[config.mk]
export PLATFORM = sky130hd
export DESIGN_NAME = fifo_wr_arbiter_flat
export DESIGN_NICKNAME = d
export VERILOG_FILES = /design/src/rtl/fifo_common_pkg.sv /design/src/rtl/fifo_wr_arbiter_if.sv /design/src/rtl/fifo_wr_arbiter_rr_pick.sv /design/src/rtl/fifo_wr_arbiter.sv /design/src/flat_wrapper.sv
export SDC_FILE = /design/constraint.sdc
export NUM_CORES = 1
export LEC_CHECK = 0
export BUFFER_PORTS_ARGS = -buffer_cell sky130_fd_sc_hd__buf_4
export CAP_MARGIN = 20
export CORE_MARGIN = 5
export CORE_UTILIZATION = 35
export CTS_CLUSTER_DIAMETER = 40
export CTS_CLUSTER_SIZE = 10
export DETAILED_ROUTE_END_ITERATION = 10
export GPL_TIMING_DRIVEN = 0
export SLEW_MARGIN = 20
export SYNTH_ARGS = -nofsm -noshare
export SYNTH_HDL_FRONTEND = slang
export SYNTH_HIERARCHICAL = 1
export SYNTH_SLANG_ARGS = --single-unit
[constraint.sdc]
create_clock -name clk -period 5.4 [get_ports clk]
set_input_delay 0.27 -clock clk [delete_from_list [all_inputs] [get_ports clk]]
set_output_delay 0.27 -clock clk [all_outputs]
set_load 0.05 [all_outputs]
[src/rtl/fifo_common_pkg.sv]
// Shared definitions for the FIFO write arbiter.
// Holds parameter defaults, the arbiter FSM state type and a
// modulo-increment helper used by the round-robin logic.
package fifo_common_pkg;

    localparam int unsigned NUM_REQ_DEFAULT    = 4;
    localparam int unsigned DATA_WIDTH_DEFAULT = 8;
    localparam int unsigned MAX_BURST_DEFAULT  = 4;

    // grant_id is always 3 bits wide (up to 8 requesters); burst_cnt is 4 bits.
    localparam int unsigned GRANT_W = 3;
    localparam int unsigned CNT_W   = 4;

    typedef enum logic [0:0] {
        StIdle,
        StBurst
    } arb_state_e;

    // (base + offs) mod n, for indices that fit in GRANT_W bits.
    function automatic logic [GRANT_W-1:0] wrap_add(input logic [GRANT_W-1:0] base,
                                                   input int unsigned        offs,
                                                   input int unsigned        n);
        int unsigned sum;
        sum = 32'(base) + offs;
        return GRANT_W'(sum % n);
    endfunction

endpackage

[src/rtl/fifo_wr_arbiter_if.sv]
// Bundle of the requester-side and FIFO-side signals of the write arbiter.
//   req          per-requester write request
//   req_data     per-requester write word, slice i belongs to requester i
//   ack          per-requester transfer accept
//   full         FIFO full flag
//   write_enable FIFO write strobe
//   data_in      FIFO write data
//   grant_id     current/selected owner index
//   busy         high while a burst owner is locked
// Modport master: the arbiter. Modport slave: requesters plus FIFO.
interface fifo_wr_arbiter_if
    import fifo_common_pkg::*;
#(
    parameter int unsigned NUM_REQ    = NUM_REQ_DEFAULT,
    parameter int unsigned DATA_WIDTH = DATA_WIDTH_DEFAULT
) ();

    logic [NUM_REQ-1:0]            req;
    logic [NUM_REQ*DATA_WIDTH-1:0] req_data;
    logic [NUM_REQ-1:0]            ack;
    logic                          full;
    logic                          write_enable;
    logic [DATA_WIDTH-1:0]         data_in;
    logic [GRANT_W-1:0]            grant_id;
    logic                          busy;

    modport master (
        input  req,
        input  req_data,
        input  full,
        output ack,
        output write_enable,
        output data_in,
        output grant_id,
        output busy
    );

    modport slave (
        output req,
        output req_data,
        output full,
        input  ack,
        input  write_enable,
        input  data_in,
        input  grant_id,
        input  busy
    );

endinterface

[src/rtl/fifo_wr_arbiter_rr_pick.sv]
// Round-robin search: first requester with req set, starting at rr_ptr and
// wrapping upward. Purely combinational.
//   req     request vector
//   rr_ptr  search start index (< NUM_REQ)
//   found   some request is pending
//   index   selected requester (0 when nothing found)
module rr_pick
    import fifo_common_pkg::*;
#(
    parameter int unsigned NUM_REQ = NUM_REQ_DEFAULT
) (
    input  logic [NUM_REQ-1:0] req,
    input  logic [GRANT_W-1:0] rr_ptr,
    output logic               found,
    output logic [GRANT_W-1:0] index
);

    // Padded to 8 entries so a 3-bit index selects it exactly.
    logic [7:0]         req_pad;
    logic [GRANT_W-1:0] cand;

    always_comb begin
        req_pad = 8'(req);
        found   = 1'b0;
        index   = '0;
        cand    = '0;
        for (int unsigned k = 0; k < NUM_REQ; k++) begin
            cand = wrap_add(rr_ptr, k, NUM_REQ);
            if (!found && req_pad[cand]) begin
                found = 1'b1;
                index = cand;
            end
        end
    end

endmodule

[src/rtl/fifo_wr_arbiter.sv]
// Round-robin write arbiter in front of a FIFO. The winner gets a burst of up
// to MAX_BURST consecutive writes; ack, write_enable and data_in are
// combinational (zero latency) from req/full and the arbiter state.
//   clk    clock, rising edge
//   rst_n  synchronous active-low reset; also forces all outputs to zero
//   bus    master side of fifo_wr_arbiter_if (see interface for signals)
module fifo_wr_arbiter
    import fifo_common_pkg::*;
#(
    parameter int unsigned NUM_REQ    = NUM_REQ_DEFAULT,
    parameter int unsigned DATA_WIDTH = DATA_WIDTH_DEFAULT,
    parameter int unsigned MAX_BURST  = MAX_BURST_DEFAULT
) (
    input  logic              clk,
    input  logic              rst_n,
    fifo_wr_arbiter_if.master bus
);

    arb_state_e         state_q, state_d;
    logic [GRANT_W-1:0] owner_q, owner_d;
    logic [GRANT_W-1:0] rr_ptr_q, rr_ptr_d;
    logic [CNT_W-1:0]   burst_cnt_q, burst_cnt_d;

    logic               pick_found;
    logic [GRANT_W-1:0] pick_idx;
    logic [7:0]         req_pad;
    logic [CNT_W-1:0]   cnt_inc;
    logic [NUM_REQ-1:0] ack_int;
    logic [GRANT_W-1:0] grant_int;

    rr_pick #(
        .NUM_REQ(NUM_REQ)
    ) u_rr_pick (
        .req   (bus.req),
        .rr_ptr(rr_ptr_q),
        .found (pick_found),
        .index (pick_idx)
    );

    always_comb begin
        state_d     = state_q;
        owner_d     = owner_q;
        rr_ptr_d    = rr_ptr_q;
        burst_cnt_d = burst_cnt_q;
        ack_int     = '0;
        grant_int   = owner_q;
        req_pad     = 8'(bus.req);
        cnt_inc     = burst_cnt_q + 1'b1;

        unique case (state_q)
            StIdle: begin
                grant_int = pick_idx;
                if (!bus.full && pick_found) begin
                    ack_int = NUM_REQ'(1) << pick_idx;
                    if (MAX_BURST == 1) begin
                        // Single-word bursts: rotate straight away, never lock.
                        rr_ptr_d = wrap_add(pick_idx, 1, NUM_REQ);
                    end else begin
                        state_d     = StBurst;
                        owner_d     = pick_idx;
                        burst_cnt_d = CNT_W'(1);
                    end
                end
            end
            StBurst: begin
                // Owner dropping req releases the grant even while full is high.
                if (!req_pad[owner_q]) begin
                    state_d     = StIdle;
                    rr_ptr_d    = wrap_add(owner_q, 1, NUM_REQ);
                    burst_cnt_d = '0;
                end else if (!bus.full) begin
                    ack_int = NUM_REQ'(1) << owner_q;
                    if (cnt_inc == CNT_W'(MAX_BURST)) begin
                        state_d     = StIdle;
                        rr_ptr_d    = wrap_add(owner_q, 1, NUM_REQ);
                        burst_cnt_d = '0;
                    end else begin
                        burst_cnt_d = cnt_inc;
                    end
                end
            end
        endcase
    end

    always_comb begin
        bus.ack          = '0;
        bus.write_enable = 1'b0;
        bus.data_in      = '0;
        bus.grant_id     = '0;
        bus.busy         = 1'b0;
        if (rst_n) begin
            bus.ack          = ack_int;
            bus.write_enable = |ack_int;
            bus.grant_id     = grant_int;
            bus.busy         = (state_q == StBurst);
            for (int unsigned i = 0; i < NUM_REQ; i++) begin
                if (ack_int[i]) begin
                    bus.data_in = bus.req_data[i*DATA_WIDTH +: DATA_WIDTH];
                end
            end
        end
    end

    always_ff @(posedge clk) begin
        if (!rst_n) begin
            state_q     <= StIdle;
            owner_q     <= '0;
            rr_ptr_q    <= '0;
            burst_cnt_q <= '0;
        end else begin
            state_q     <= state_d;
            owner_q     <= owner_d;
            rr_ptr_q    <= rr_ptr_d;
            burst_cnt_q <= burst_cnt_d;
        end
    end

endmodule

[src/flat_wrapper.sv]
// flat-port wrapper written by rule: the top's interface ports become plain ports
module fifo_wr_arbiter_flat import fifo_common_pkg::*;
#(
    parameter int unsigned NUM_REQ    = NUM_REQ_DEFAULT,
    parameter int unsigned DATA_WIDTH = DATA_WIDTH_DEFAULT,
    parameter int unsigned MAX_BURST  = MAX_BURST_DEFAULT
)
  (clk, rst_n, bus_req, bus_req_data, bus_full, bus_ack, bus_write_enable, bus_data_in, bus_grant_id, bus_busy);
  fifo_wr_arbiter_if #(.NUM_REQ(NUM_REQ), .DATA_WIDTH(DATA_WIDTH)) bus_i ();
  input  logic clk;
  input  logic rst_n;
  input wire logic [$bits(bus_i.req)-1:0] bus_req;
  input wire logic [$bits(bus_i.req_data)-1:0] bus_req_data;
  input wire logic [$bits(bus_i.full)-1:0] bus_full;
  output wire logic [$bits(bus_i.ack)-1:0] bus_ack;
  output wire logic [$bits(bus_i.write_enable)-1:0] bus_write_enable;
  output wire logic [$bits(bus_i.data_in)-1:0] bus_data_in;
  output wire logic [$bits(bus_i.grant_id)-1:0] bus_grant_id;
  output wire logic [$bits(bus_i.busy)-1:0] bus_busy;
  assign bus_i.req = bus_req;
  assign bus_i.req_data = bus_req_data;
  assign bus_i.full = bus_full;
  assign bus_ack = bus_i.ack;
  assign bus_write_enable = bus_i.write_enable;
  assign bus_data_in = bus_i.data_in;
  assign bus_grant_id = bus_i.grant_id;
  assign bus_busy = bus_i.busy;
  fifo_wr_arbiter #(.NUM_REQ(NUM_REQ), .DATA_WIDTH(DATA_WIDTH), .MAX_BURST(MAX_BURST)) u_core (.clk(clk), .rst_n(rst_n), .bus(bus_i));
endmodule
==> impl_metrics.tcl <==
set metrics [dict create \
    status "finished clean" \
    io_pins 56 \
    crit_end "bus_data_in[1]" \
    min_path_type "input port to register" \
    reg2reg_to "u_core/burst_cnt_q[0]" \
    finalCritPeriodShare_pct 54.8 \
    rsz0062_at_grt "false" \
    portBuffers 55 \
    cts-root-buf "clkbuf_4" \
    fin_nets 236 \
    start_kind "register" \
    final_common_cell "buf_4" \
    die_h_um 64.9 \
    drc 0 \
    syn-num-nets 176 \
    wl_per_cell_um 14.3 \
    finalSetupTns_ns 0 \
    max-vdd-ir-drop_uv 113 \
    path_clk_slew_ns 0.08 \
    drt_iter0_markers 22 \
    postCtsSetupBuffers 0 \
    post-route-util_pct 51.9 \
    grt_most_used_layer "met2" \
    end_kind "output port" \
    regToRegStartpoint "u_core/owner_q[0]" \
    initial_core_util_pct 35.5 \
    period_needed_ns 2.96 \
    dp_slack_ns 2.67 \
    rows 20 \
    critical_path_arrival_ns 2.69 \
    cp.required_ns 5.13 \
    drive_above_1_share_pct 36.3 \
    gp_congestion 0.807 \
    p_leak_nw 0.722 \
    dieArea_um2 4220 \
    cts_buffers 3 \
    n_antenna_cell 0 \
    grt_use_met2_pct 25.8 \
    placed_area_um2 1510 \
    wl_um 3190 \
    mostFrequentLayoutCells "buf_4 (56), nor2b_1 (12), dfxtp_1 (10), inv_1 (9), a221o_1 (9)" \
    grt_use_total_pct 14.6 \
    cp-startpoint "u_core/rr_ptr_q[0]" \
    grt.overflow.total 0 \
    cts_tree "done" \
    htree_levels 1 \
    core_area_um2 2980 \
    setup_viol 0 \
    clock_latency_ns 0.27 \
    critical_path_class "register to output port" \
    syn_area_um2 1060 \
    synth_area_per_cell_um2 8.06 \
    dp_hpwl_um 2630 \
    synth.yosys.warnings 6 \
    reg2reg_slack_ns 3.57 \
    skew_ns 0.0105 \
    vias_per_cell 5.46 \
    ant_nets 0 \
    max_freq_mhz 338 \
    area_growth_pct 46.4 \
    globalRouteMet3Util_pct 5.20 \
    setup_slack_ns 2.44 \
    cts_hold_buf 0 \
    hold_slack_ns 0.406 \
    hold_violations 0 \
    vias 1217 \
    cts_sinks 10 \
    worstMarginPinSlew_ns 0.691 \
    die_w_um 64.9 \
    relSlewSlack_pct 53.9 \
    grt_max_degree 11 \
    grt_pass1_vias 1149 \
    crit_fanout 9 \
    antenna_found_initial 0 \
    maxSlewViolCount 0 \
    met1_usage_pct 16.4 \
    drv_cap 0 \
    power.density_nw_per_um2 167 \
    grt_pass1_wl_um 5000 \
    cts_resized 0 \
    final_cell_area_um2 1550 \
    drt_first_pass_iters 5 \
    clock_path_buffers 2 \
    syn_inst 131 \
    worstRegToRegCells 4 \
]
-- power by group --
part	total [mW]	internal, mW	switching, mW
logic	0.106	0.0473	0.0588
registers	0.0828	0.0777	0.00514
clock network	0.0687	0.0409	0.0278
-- metrics by stage --
| step | cells | total power, mW |
|---|---|---|
| 2_1_floorplan | 131 | 0.148 |
| 3_3_place_gp | 219 | 0.189 |
| 4_1_cts | 223 | 0.259 |
| 5_1_grt | 223 | 0.272 |
| 3_5_place_dp | 219 | 0.191 |
| 6_report | 223 | 0.258 |
-- worst min path at each step --
stage	slack (ns)	start	cells past startpoint	end
2_1_floorplan	0.48	u_core/rr_ptr_q[0]	2	u_core/rr_ptr_q[0]
3_3_place_gp	0.51	u_core/rr_ptr_q[0]	2	u_core/rr_ptr_q[0]
3_5_place_dp	0.52	u_core/rr_ptr_q[0]	2	u_core/rr_ptr_q[0]
4_1_cts	0.40	bus_full	3	u_core/state_q
5_1_grt	0.41	bus_full	3	u_core/state_q
6_report	0.41	bus_full	3	u_core/state_q
-- metal layers --
layer / wire, um / vias to the layer above
met5: 0 / -
met4: 15 / 0
met3: 404 / 2
met2: 1450 / 54
met1: 1320 / 549
li1: - / 612
-- final cells by class --
cell class,count,area [um^2]
fill,291,1430
multi-input combinational,105,785
timing repair buffer,55,413
sequential,10,200
tap,33,41.3
inverter,10,37.5
clock buffer,4,36.3
buffer,6,33.8
-- critical path, cell delays in order, from the launching register on --
cell	delay, ns
dfxtp_1	0.39
inv_2	0.05
a221o_1	0.31
a21oi_1	0.47
nand2_1	0.10
o22ai_1	0.57
a22o_1	0.26
a221o_1	0.10
buf_4	0.19
-- flip-flops by register name, summed over array words and instances, names as in the netlist --
signal,cells
u_core/burst_cnt_q,4
u_core/owner_q,3
u_core/rr_ptr_q,2
u_core/state_q,1
Power figures use the tool's default switching activity.
